`src/rtl/float_vector_accumulator_pkg.sv`:
```
// Shared definitions for the float vector accumulator: FSM state encoding
// and field-position helpers for the {sign, 8-bit exp, mantissa} format.
package float_vector_accumulator_pkg;

  localparam logic [1:0] ST_IDLE  = 2'd0;
  localparam logic [1:0] ST_FETCH = 2'd1;
  localparam logic [1:0] ST_ADD   = 2'd2;
  localparam logic [1:0] ST_DONE  = 2'd3;

  localparam int EXP_W = 8;

  // Bit positions inside a word whose mantissa is mant_len bits wide
  function automatic int sign_idx(input int mant_len);
    return mant_len + EXP_W;
  endfunction

  function automatic int exp_hi(input int mant_len);
    return mant_len + EXP_W - 1;
  endfunction

  function automatic int exp_lo(input int mant_len);
    return mant_len;
  endfunction

  function automatic int mant_hi(input int mant_len);
    return mant_len - 1;
  endfunction

endpackage

```
`src/rtl/float_vector_accumulator_if.sv`:
```
// Operand-stream, result-stream and control signals of the float vector
// accumulator, bundled with a driver-side and a block-side modport.
interface float_vector_accumulator_if #(
  parameter int MANT_LEN = 23,
  parameter int CNT_W    = 8
);

  logic                  start;
  logic [CNT_W-1:0]      vec_len;
  logic                  in_valid;
  logic                  in_ready;
  logic [MANT_LEN+8:0]   in_data;
  logic                  in_sub;
  logic                  out_valid;
  logic                  out_ready;
  logic [MANT_LEN+8:0]   out_data;
  logic [CNT_W-1:0]      out_count;
  logic                  busy;

  modport master (
    output start, vec_len, in_valid, in_data, in_sub, out_ready,
    input  in_ready, out_valid, out_data, out_count, busy
  );

  modport slave (
    input  start, vec_len, in_valid, in_data, in_sub, out_ready,
    output in_ready, out_valid, out_data, out_count, busy
  );

endinterface

```
`src/rtl/float_vector_accumulator_custonmized_add_sub.sv`:
```
// Combinational custom-format float adder/subtractor with truncating
// rounding; the exponent wraps mod 256 and is never range-checked.
module custonmized_add_sub
  import float_vector_accumulator_pkg::*;
#(
  parameter int FIRST_MANT_LEN  = 23,
  parameter int SECOND_MANT_LEN = 23,
  parameter int RESULT_MANT_LEN = 23
) (
  input  logic [FIRST_MANT_LEN+8:0]  first_element,
  input  logic [SECOND_MANT_LEN+8:0] second_element,
  input  logic                       add_sub,
  output logic [RESULT_MANT_LEN+8:0] result
);

  localparam int W12 = (FIRST_MANT_LEN > SECOND_MANT_LEN) ? FIRST_MANT_LEN : SECOND_MANT_LEN;
  localparam int W   = (W12 > RESULT_MANT_LEN) ? W12 : RESULT_MANT_LEN;
  localparam int FS  = sign_idx(FIRST_MANT_LEN);
  localparam int SS  = sign_idx(SECOND_MANT_LEN);

  logic         a_sign, b_sign;
  logic [7:0]   a_exp, b_exp;
  logic [W:0]   a_man, b_man;
  logic         swap;
  logic         big_sign;
  logic [7:0]   big_exp, small_exp, exp_diff;
  logic [W:0]   big_man, small_man, small_al;
  logic [W+1:0] sum;
  logic [7:0]   lz;
  logic         found;
  logic         res_zero;
  logic         res_sign;
  logic [7:0]   norm_exp;
  logic [W:0]   norm_man;
  logic         unused_norm;

  // Unpack both operands onto a common mantissa width with the hidden one restored
  always_comb begin
    a_sign = first_element[FS];
    a_exp  = first_element[exp_hi(FIRST_MANT_LEN) -: 8];
    a_man  = (W+1)'({1'b1, first_element[mant_hi(FIRST_MANT_LEN):0]}) << (W - FIRST_MANT_LEN);
    b_sign = second_element[SS] ^ add_sub;
    b_exp  = second_element[exp_hi(SECOND_MANT_LEN) -: 8];
    b_man  = (W+1)'({1'b1, second_element[mant_hi(SECOND_MANT_LEN):0]}) << (W - SECOND_MANT_LEN);
  end

  // Align the smaller magnitude, add or subtract, then renormalise
  always_comb begin
    swap      = (b_exp > a_exp) || ((b_exp == a_exp) && (b_man > a_man));
    big_sign  = swap ? b_sign : a_sign;
    big_exp   = swap ? b_exp  : a_exp;
    big_man   = swap ? b_man  : a_man;
    small_exp = swap ? a_exp  : b_exp;
    small_man = swap ? a_man  : b_man;
    exp_diff  = big_exp - small_exp;
    small_al  = small_man >> exp_diff;

    sum      = '0;
    lz       = '0;
    found    = 1'b0;
    res_zero = 1'b0;
    res_sign = big_sign;
    norm_exp = big_exp;
    norm_man = big_man;

    if ((a_exp == 8'd0) && (b_exp == 8'd0)) begin
      res_zero = 1'b1;
    end else if (b_exp == 8'd0) begin
      res_sign = a_sign;
      norm_exp = a_exp;
      norm_man = a_man;
    end else if (a_exp == 8'd0) begin
      res_sign = b_sign;
      norm_exp = b_exp;
      norm_man = b_man;
    end else if (a_sign == b_sign) begin
      sum = {1'b0, big_man} + {1'b0, small_al};
      if (sum[W+1]) begin
        norm_man = sum[W+1:1];
        norm_exp = big_exp + 8'd1;
      end else begin
        norm_man = sum[W:0];
      end
    end else begin
      sum = {1'b0, big_man - small_al};
      for (int i = W; i >= 0; i--) begin
        if (!found && sum[i]) begin
          lz    = 8'(W - i);
          found = 1'b1;
        end
      end
      res_zero = !found;
      norm_man = sum[W:0] << lz;
      norm_exp = big_exp - lz;
    end
  end

  assign result      = res_zero ? '0 : {res_sign, norm_exp, norm_man[W-1 -: RESULT_MANT_LEN]};
  assign unused_norm = ^norm_man;

endmodule

```
`src/rtl/float_vector_accumulator.sv`:
```
// Sequential reduction of a stream of custom-format floats into a single sum,
// one element per FETCH/ADD pair, result held until downstream accepts it.
module float_vector_accumulator
  import float_vector_accumulator_pkg::*;
#(
  parameter int MANT_LEN = 23,
  parameter int CNT_W    = 8
) (
  input  logic                 clk,
  input  logic                 rst_n,
  float_vector_accumulator_if.slave bus
);

  localparam int DW   = MANT_LEN + 9;
  localparam int SIGN = sign_idx(MANT_LEN);

  logic [1:0]       state;
  logic [DW-1:0]    acc;
  logic [DW-1:0]    op;
  logic             acc_zero;
  logic [CNT_W-1:0] cnt;
  logic [CNT_W-1:0] len;
  logic [CNT_W-1:0] cnt_next;
  logic [DW-1:0]    core_sum;

  custonmized_add_sub #(
    .FIRST_MANT_LEN  (MANT_LEN),
    .SECOND_MANT_LEN (MANT_LEN),
    .RESULT_MANT_LEN (MANT_LEN)
  ) u_core (
    .first_element  (acc),
    .second_element (op),
    .add_sub        (1'b0),
    .result         (core_sum)
  );

  assign cnt_next = cnt + CNT_W'(1);

  // FSM and datapath; zero operands and exact cancellation bypass the core
  always_ff @(posedge clk or negedge rst_n) begin
    if (!rst_n) begin
      state    <= ST_IDLE;
      acc      <= '0;
      op       <= '0;
      acc_zero <= 1'b1;
      cnt      <= '0;
      len      <= '0;
    end else begin
      case (state)
        ST_IDLE: begin
          if (bus.start) begin
            len      <= bus.vec_len;
            cnt      <= '0;
            acc_zero <= 1'b1;
            state    <= (bus.vec_len == '0) ? ST_DONE : ST_FETCH;
          end
        end
        ST_FETCH: begin
          if (bus.in_valid) begin
            op    <= {bus.in_data[SIGN] ^ bus.in_sub, bus.in_data[SIGN-1:0]};
            state <= ST_ADD;
          end
        end
        ST_ADD: begin
          if (op[exp_hi(MANT_LEN) -: 8] != 8'd0) begin
            if (acc_zero) begin
              acc      <= op;
              acc_zero <= 1'b0;
            end else if ((op[SIGN-1:0] == acc[SIGN-1:0]) && (op[SIGN] != acc[SIGN])) begin
              acc      <= '0;
              acc_zero <= 1'b1;
            end else begin
              acc <= core_sum;
            end
          end
          cnt   <= cnt_next;
          state <= (cnt_next == len) ? ST_DONE : ST_FETCH;
        end
        ST_DONE: begin
          if (bus.out_ready) begin
            state <= ST_IDLE;
          end
        end
        default: state <= ST_IDLE;
      endcase
    end
  end

  // Outputs decode straight from state so reset clears them without a clock
  always_comb begin
    bus.in_ready  = (state == ST_FETCH);
    bus.out_valid = (state == ST_DONE);
    bus.busy      = (state != ST_IDLE);
    bus.out_data  = '0;
    bus.out_count = '0;
    if (state == ST_DONE) begin
      bus.out_data  = acc_zero ? '0 : acc;
      bus.out_count = cnt;
    end
  end

endmodule

```
`src/flat_wrapper.sv`:
```
// flat-port wrapper written by rule: the top's interface ports become plain ports
module float_vector_accumulator_flat import float_vector_accumulator_pkg::*;
#(
  parameter int MANT_LEN = 23,
  parameter int CNT_W    = 8
)
  (clk, rst_n, bus_start, bus_vec_len, bus_in_valid, bus_in_data, bus_in_sub, bus_out_ready, bus_in_ready, bus_out_valid, bus_out_data, bus_out_count, bus_busy);
  float_vector_accumulator_if #(.MANT_LEN(MANT_LEN), .CNT_W(CNT_W)) bus_i ();
  input  logic clk;
  input  logic rst_n;
  input wire logic [$bits(bus_i.start)-1:0] bus_start;
  input wire logic [$bits(bus_i.vec_len)-1:0] bus_vec_len;
  input wire logic [$bits(bus_i.in_valid)-1:0] bus_in_valid;
  input wire logic [$bits(bus_i.in_data)-1:0] bus_in_data;
  input wire logic [$bits(bus_i.in_sub)-1:0] bus_in_sub;
  input wire logic [$bits(bus_i.out_ready)-1:0] bus_out_ready;
  output wire logic [$bits(bus_i.in_ready)-1:0] bus_in_ready;
  output wire logic [$bits(bus_i.out_valid)-1:0] bus_out_valid;
  output wire logic [$bits(bus_i.out_data)-1:0] bus_out_data;
  output wire logic [$bits(bus_i.out_count)-1:0] bus_out_count;
  output wire logic [$bits(bus_i.busy)-1:0] bus_busy;
  assign bus_i.start = bus_start;
  assign bus_i.vec_len = bus_vec_len;
  assign bus_i.in_valid = bus_in_valid;
  assign bus_i.in_data = bus_in_data;
  assign bus_i.in_sub = bus_in_sub;
  assign bus_i.out_ready = bus_out_ready;
  assign bus_in_ready = bus_i.in_ready;
  assign bus_out_valid = bus_i.out_valid;
  assign bus_out_data = bus_i.out_data;
  assign bus_out_count = bus_i.out_count;
  assign bus_busy = bus_i.busy;
  float_vector_accumulator #(.MANT_LEN(MANT_LEN), .CNT_W(CNT_W)) u_core (.clk(clk), .rst_n(rst_n), .bus(bus_i));
endmodule
```
`config.mk`:
```
export PLATFORM = sky130hd
export DESIGN_NAME = float_vector_accumulator_flat
export DESIGN_NICKNAME = d
export VERILOG_FILES = /design/src/rtl/float_vector_accumulator_pkg.sv /design/src/rtl/float_vector_accumulator_if.sv /design/src/rtl/float_vector_accumulator_custonmized_add_sub.sv /design/src/rtl/float_vector_accumulator.sv /design/src/flat_wrapper.sv
export SDC_FILE = /design/constraint.sdc
export NUM_CORES = 1
export LEC_CHECK = 0
export BUFFER_PORTS_ARGS = -buffer_cell sky130_fd_sc_hd__buf_2
export CORE_UTILIZATION = 40
export CTS_CLUSTER_DIAMETER = 200
export CTS_CLUSTER_SIZE = 8
export DETAILED_ROUTE_END_ITERATION = 10
export PLACE_DENSITY_LB_ADDON = 0.15
export SLEW_MARGIN = 25
export SYNTH_ARGS = -nofsm -noshare
export SYNTH_HDL_FRONTEND = slang
export SYNTH_SLANG_ARGS = --single-unit
```
`constraint.sdc`:
```
create_clock -name clk -period 12.4 [get_ports clk]
set_input_delay 1.24 -clock clk [delete_from_list [all_inputs] [get_ports clk]]
set_output_delay 1.24 -clock clk [all_outputs]
set_load 0.01 [all_outputs]
```
-- After elaboration in Yosys (flattened, before gate mapping)
Cells that the tools add are included.
- add/subtract/negate cells: 6
- multiply operators: 0
- divide/modulo/power cells: 0
- $lt $le $gt $ge: 2
- eq/ne operators: 13
- shift-type cells: 2
- multiplexer cells: 188
- bitwise logic cells: 1
- reductions and logical operators: 64
- operators by type and width (cell ; number):
    $mux W8 ; 35
    $mux W23 ; 7
    $mux W32 ; 5
    $mux W1 ; 133
    $eq A31 B31 Y1 ; 1
    $logic_and A1 B1 Y1 ; 26
    $add A24 B24 Y25 ; 1
    $gt A24 B24 Y1 ; 1
    $logic_not A1 Y1 ; 24
    $logic_not A8 Y1 ; 3
    $shl A24 B8 Y23 ; 1
    $shr A24 B8 Y24 ; 1
    $sub A24 B24 Y24 ; 1
    $add A8 B1 Y8 const B ; 2
    $eq A8 B8 Y1 ; 2
    $pmux W8 S2 ; 1
    $sub A8 B8 Y8 ; 2
    $mux W2 ; 5
    $reduce_and A3 Y1 ; 3
    $gt A8 B8 Y1 ; 1
    $ne A2 B2 Y1 const B ; 4
    $pmux W2 S4 ; 1
    $reduce_bool A8 Y1 ; 1
    $reduce_and A2 Y1 ; 3
    other kinds (10) ; 12
- bits in registers: 83
- latch bits: 0
- bits in writable memories: 0
- bits in read-only memories: 0
- bits of input ports: 46
- output and inout bits: 43
- word-level logic and storage cells: 282
- memories kept: 0

-- Depth between registers and ports, before layout
- word-level depth: 181
- mapped depth: 55
- depth with buffers taken out: 47

-- Hierarchy
From an unflattened synthesis, not the netlist that was laid out.
- cell total of the unflattened synthesis: 1708
- area, all modules: 13245.2 sq um
- modules (own cells, without submodules) (module ; instances ; cells an instance ; area each (sq um) ; sequential area each (sq um)):
    custonmized_add_sub ; 1 ; 1262 ; 8643.3 ; 0.0
    float_vector_accumulator ; 1 ; 446 ; 4601.9 ; 2078.2

-- Least setup slack after synthesis
Ideal clock, no wire load.
- path type: reg-to-reg
- from: reg u_core.op[16]
- to: reg u_core.acc[29]
- setup time: 0.118 ns
- arrival: 9.947 ns
- required time: 12.282 ns
- setup slack: 2.335 ns
- stages on the path, launching flop included: 51
- buffers on the path: 6
- clock period less this slack: 10.065 ns
- path through: dfrtp_1 > ha_1 > nand4_1 > or3_1 > a2111o_1 > and2_1 > a21oi_2 > buf_4 > clkbuf_1 > buf_1 > nor2_1 > nor2_1 > ha_1 > nand2_1 > o311ai_0 > a21oi_1 > nand3_1 > o2bb2ai_1 > [... 15 more ...] > xor2_1 > nor4_1 > o211ai_1 > o21bai_1 > o21ai_1 > inv_2 > buf_1 > ha_1 > inv_1 > fa_1 > a21oi_1 > nor2b_1 > o21ai_0 > nand3_1 > o31a_1 > a21oi_1 > o221ai_1 > a21o_1
- word-level cells in the longest chain between the ends: 181
- elaborated cells on any way between the ends: 223
- those cells by class: add/sub (5); order compare (1); eq/ne (2); shift (1); mux (163); reduce/logical (51)
- ends and longest elaborated chain (what ; RTL line ; RTL):
    start, declared ; float_vector_accumulator.sv:19 ; logic [DW-1:0] op;
    start signal, assigned ; float_vector_accumulator.sv:60 ; op <= {bus.in_data[SIGN] ^ bus.in_sub, bus.in_data[SIGN-1:0]};
    $gt A24 B24 Y1 ; float_vector_accumulator_custonmized_add_sub.sv:49 ; swap = (b_exp > a_exp) || ((b_exp == a_exp) && (b_man > a_man));
    $logic_and A1 B1 Y1 ; float_vector_accumulator_custonmized_add_sub.sv:49 ;
    $logic_or A1 B1 Y1 ; float_vector_accumulator_custonmized_add_sub.sv:49 ;
    $mux W8, on equally long branches ; float_vector_accumulator_custonmized_add_sub.sv:51, float_vector_accumulator_custonmized_add_sub.sv:53 ;
    $sub A8 B8 Y8 ; float_vector_accumulator_custonmized_add_sub.sv:55 ; exp_diff = big_exp - small_exp;
    $shr A24 B8 Y24 ; float_vector_accumulator_custonmized_add_sub.sv:56 ; small_al = small_man >> exp_diff;
    $sub A24 B24 Y24 ; float_vector_accumulator_custonmized_add_sub.sv:85 ; sum = {1'b0, big_man - small_al};
    $mux W1 ; float_vector_accumulator_custonmized_add_sub.sv:87 ; if (!found && sum[i]) begin
    [... 165 more ...] ; - ;
    $sub A8 B8 Y8 / $logic_not A1 Y1 (equally long branches) ; float_vector_accumulator_custonmized_add_sub.sv:94, float_vector_accumulator_custonmized_add_sub.sv:92 ;
    $mux W8 / $mux W1 (equally long branches) ; float_vector_accumulator_custonmized_add_sub.sv:76 ; end else if (a_sign == b_sign) begin
    $mux W8 / $mux W1 (equally long branches) ; float_vector_accumulator_custonmized_add_sub.sv:72 ; end else if (a_exp == 8'd0) begin
    $mux W8 / $mux W1 (equally long branches) ; float_vector_accumulator_custonmized_add_sub.sv:68 ; end else if (b_exp == 8'd0) begin
    $mux W8 / $mux W1 (equally long branches) ; float_vector_accumulator_custonmized_add_sub.sv:66 ; if ((a_exp == 8'd0) && (b_exp == 8'd0)) begin
    $mux W32 ; float_vector_accumulator_custonmized_add_sub.sv:98 ; assign result = res_zero ? '0 : {res_sign, norm_exp, norm_man[W-1 -: RESULT_MANT_LEN]};
    $mux W32 ; float_vector_accumulator.sv:69 ; end else if ((op[SIGN-1:0] == acc[SIGN-1:0]) && (op[SIGN] != acc[SIGN])) begin
    $mux W32 ; float_vector_accumulator.sv:66 ; if (acc_zero) begin
    end signal, assigned ; float_vector_accumulator.sv:67 ; acc <= op;
    end signal, assigned ; float_vector_accumulator.sv:73 ; acc <= core_sum;
    end, declared ; float_vector_accumulator.sv:18 ; logic [DW-1:0] acc;
Several ways; a longest one is shown, not always the timed one. The select of a mux whose other input is x is not followed.
A chain may end at the register's enable or synchronous reset.

-- Worst setup path in the final report
- from: reg u_core.op[23]
- to: reg u_core.acc[30]
- word-level cells in the longest chain between the ends: 181
- elaborated cells on any way between the ends: 227
- those cells by class: add/sub (5); order compare (1); eq/ne (3); shift (1); mux (163); reduce/logical (54)
- ends and longest elaborated chain (what):
    branches (longest 181 deep; another with $sub A24 B24 Y24)
Several ways; the timed one is not identified. The select of a mux whose other input is x is not followed.

==> flow_summary.ini <==
[run_status]
run_status = finished clean

[floorplan]
start_util_pct = 40.7
rows = 64
floorplan.core_area_sq_um = 30600
die_w_um = 178
design.die.area_sq_um = 31800
die_h_um = 178
top_level_ports = 89

[routing]
drt_drc_violations_left = 0
detail_route.wl_per_cell_um = 23.6
drtIter0Drc = 1407
postRouteAntennaNets = 0
num_vias = 13500
detailedRoute.firstPassIterationCount = 5
detail_route.vias_per_cell = 6.33
wirelength_um = 50300

[placement]
placement.cell_area_sq_um = 13100
hpwl_um = 39700
gp_congestion = 0.998
place.port_buffers = 88

[timing]
max_clock_freq_ghz = 0.0875
period_needed_ns = 11.42
final.hold.worst_slack_ns = 0.510
worst_setup_skew_after_layout_ns = 0.00985
min_period_over_period_pct = 92.1
worst_pin_slew_ns = 1.05
setup_viol = 0
finalHoldViolCount = 0
unrepaired_setup_endpoints_after_global_routing = no
slew-limit-headroom_pct = 30.0
fin_tns_setup_ns = 0
report.final.slew_viol_count = 0

[cts]
root_buffer = sky130_fd_sc_hd__clkbuf_16
clock_sink_count = 83
clock_transition_at_path_regs_ns = 0.07
worst_skew_pair.late_latency_ns = 0.35
numCtsBuffers = 9
postCtsResizedCells = 0
post_cts_hold_buffer_count = 0
postCtsSetupRepairBufs = 0
tritoncts = built
htree_levels = 3
cts_max_path_buffers = 2

[yosys]
yosysSeqAreaShare_pct = 16.7
ys_top_cells_by_count = sky130_fd_sc_hd__nand2_1, sky130_fd_sc_hd__nor2_1, sky130_fd_sc_hd__a21oi_1
yosysUniqueCellTypes = 99
number_of_enable_flip_flop_cells_after_synthesis = 0
yosysTopAreaCellShare_pct = 16.5
syn-instance-count = 1717
synth.yosys.warnings = 0
netlist_top_cells_area = sky130_fd_sc_hd__dfrtp_1, sky130_fd_sc_hd__ha_1, sky130_fd_sc_hd__mux2i_1
syn_nets = 1852
synthesis.area_per_instance_sq_um = 7.25
postSynth.asyncResetShare_pct = 100
ys_seq_elements = 83
yosys.area.top_type = sky130_fd_sc_hd__dfrtp_1
synth_most_common_cell = sky130_fd_sc_hd__nand2_1
post_synth_instance_area_sq_um = 12400
synth-main-ff-cell = sky130_fd_sc_hd__dfrtp_1

[global_route]
globalRouteTotalUtil_pct = 31.4
grt_antenna_before_repair = 0
grt_remaining_overflow = 0
grt_pass1_vias = 12300
grt_pass1_wl_um = 75600
grt_start_max_net_pins = 66

[worst_setup_path]
path_delay_family = compound AO/OA/AOI/OAI gates
reg2reg_slack_ns = 0.98
critPathRequiredTime_ns = 12.66
bufs_and_invs_on_worst_path = 3
worst_path_max_delay_cell = sky130_fd_sc_hd__ha_2
crit_path_start = u_core.op[23]
cp_max_fo = 33
worst_r2r_startpoint = u_core.op[23]
cpPeakStageDelay_ns = 0.59
timing.setup.critical_path_class = flop to flop
timing.critical_path.arrival_ns = 11.69
setup.worst_path.start_class = flop
setup.worst_path.end_class = flop
crit_top_cell = sky130_fd_sc_hd__o21ai_0

[finish]
area.growth.synth_to_final_pct = 7.92
design.final.nets = 1867
multi_input_area_sq_um = 9590
layout.filler_cells = 3193
insertedDiodeCount = 0
drive_gt1_share_pct = 13.4
stdcell_area_sq_um = 13400
register_area_sq_um = 2080

[run]
drv.max_cap_violation_count = 0

[worst_hold_path]
min_from = u_core.acc[17]
hold_class = flop to flop
layout make-up:
cell class,count,share of cell area [%]
clock buffer,11,1.73
multi-input combinational,1433,71.4
inverter,95,2.67
tap,396,3.69
clock inverter,5,0.466
timing repair buffer,110,4.53
sequential,83,15.5
layer usage:
metal  GRT usage [%]  vias up  part of all wire (%)
met2            50.2      628                    45
met1            43.8     6497                    45
met4            10.5        0                   3.1
met5               0        -                     0
met3            3.43       88                   6.8
li1                -     6281                     -
worst min-delay path: cells and delay by family, from the launching register on:
kind / cells / cell delay [ns]
flops: 1 / 0.34
compound gates: 2 / 0.14
layout by cell type (no fill, tap or decap), types with 17 or more instances in the layout:
cell type,synthesis,layout
sky130_fd_sc_hd__xnor2_1,53,52
sky130_fd_sc_hd__nor3_1,59,59
sky130_fd_sc_hd__a21oi_1,143,142
sky130_fd_sc_hd__nor2b_1,18,18
sky130_fd_sc_hd__a211oi_1,26,26
sky130_fd_sc_hd__nand2b_1,22,22
sky130_fd_sc_hd__buf_2,15,87
sky130_fd_sc_hd__buf_4,6,23
sky130_fd_sc_hd__and3_1,28,28
sky130_fd_sc_hd__o211ai_1,23,23
sky130_fd_sc_hd__mux2_2,48,48
sky130_fd_sc_hd__ha_1,86,85
sky130_fd_sc_hd__o21ai_0,126,123
sky130_fd_sc_hd__nand3_1,45,45
sky130_fd_sc_hd__and2_1,17,17
sky130_fd_sc_hd__mux2i_1,73,73
sky130_fd_sc_hd__nand2_1,187,187
sky130_fd_sc_hd__dfrtp_1,82,82
sky130_fd_sc_hd__xor2_1,17,17
sky130_fd_sc_hd__inv_1,91,91
sky130_fd_sc_hd__nor2_1,167,164
registers in the layout, summed over array words and instances (netlist names):
signal and cells:
u_core.len 8, u_core.op 32, u_core.state 2, u_core.acc 32
u_core.acc_zero 1, u_core.cnt 8
cells by family after synthesis:
group	synth area share (%)
mux	10.4
buf+inv	6.48
simple gates	24.3
xor+xnor	5.06
fa+ha+maj	9.13
flops	16.7
compound gates	28.0
worst paths after layout:
| path | end | depth (start not counted) |
|---|---|---|
| setup / recovery | u_core.acc[30] | 46 |
| hold / removal | u_core.acc[17] | 2 |
| setup reg to reg | u_core.acc[30] | 46 |
| hold reg to reg | u_core.acc[17] | 2 |
| max in group asynchronous | u_core.op[7] | 2 |
| min in group asynchronous | u_core.len[1] | 1 |
through the flow:
stage	std cells	util [%]	worst slack, ns
floorplan	1717	-	2.33
global placement	2117	42.9	1.11
detailed placement	2117	42.9	0.924
CTS	2133	43.9	0.859
global route	2133	43.9	0.0622
finish	2133	43.9	0.976
Power is left out: the tool's default activity adds up to more than one toggle a clock period on the data nets, which glitch-free logic cannot reach.
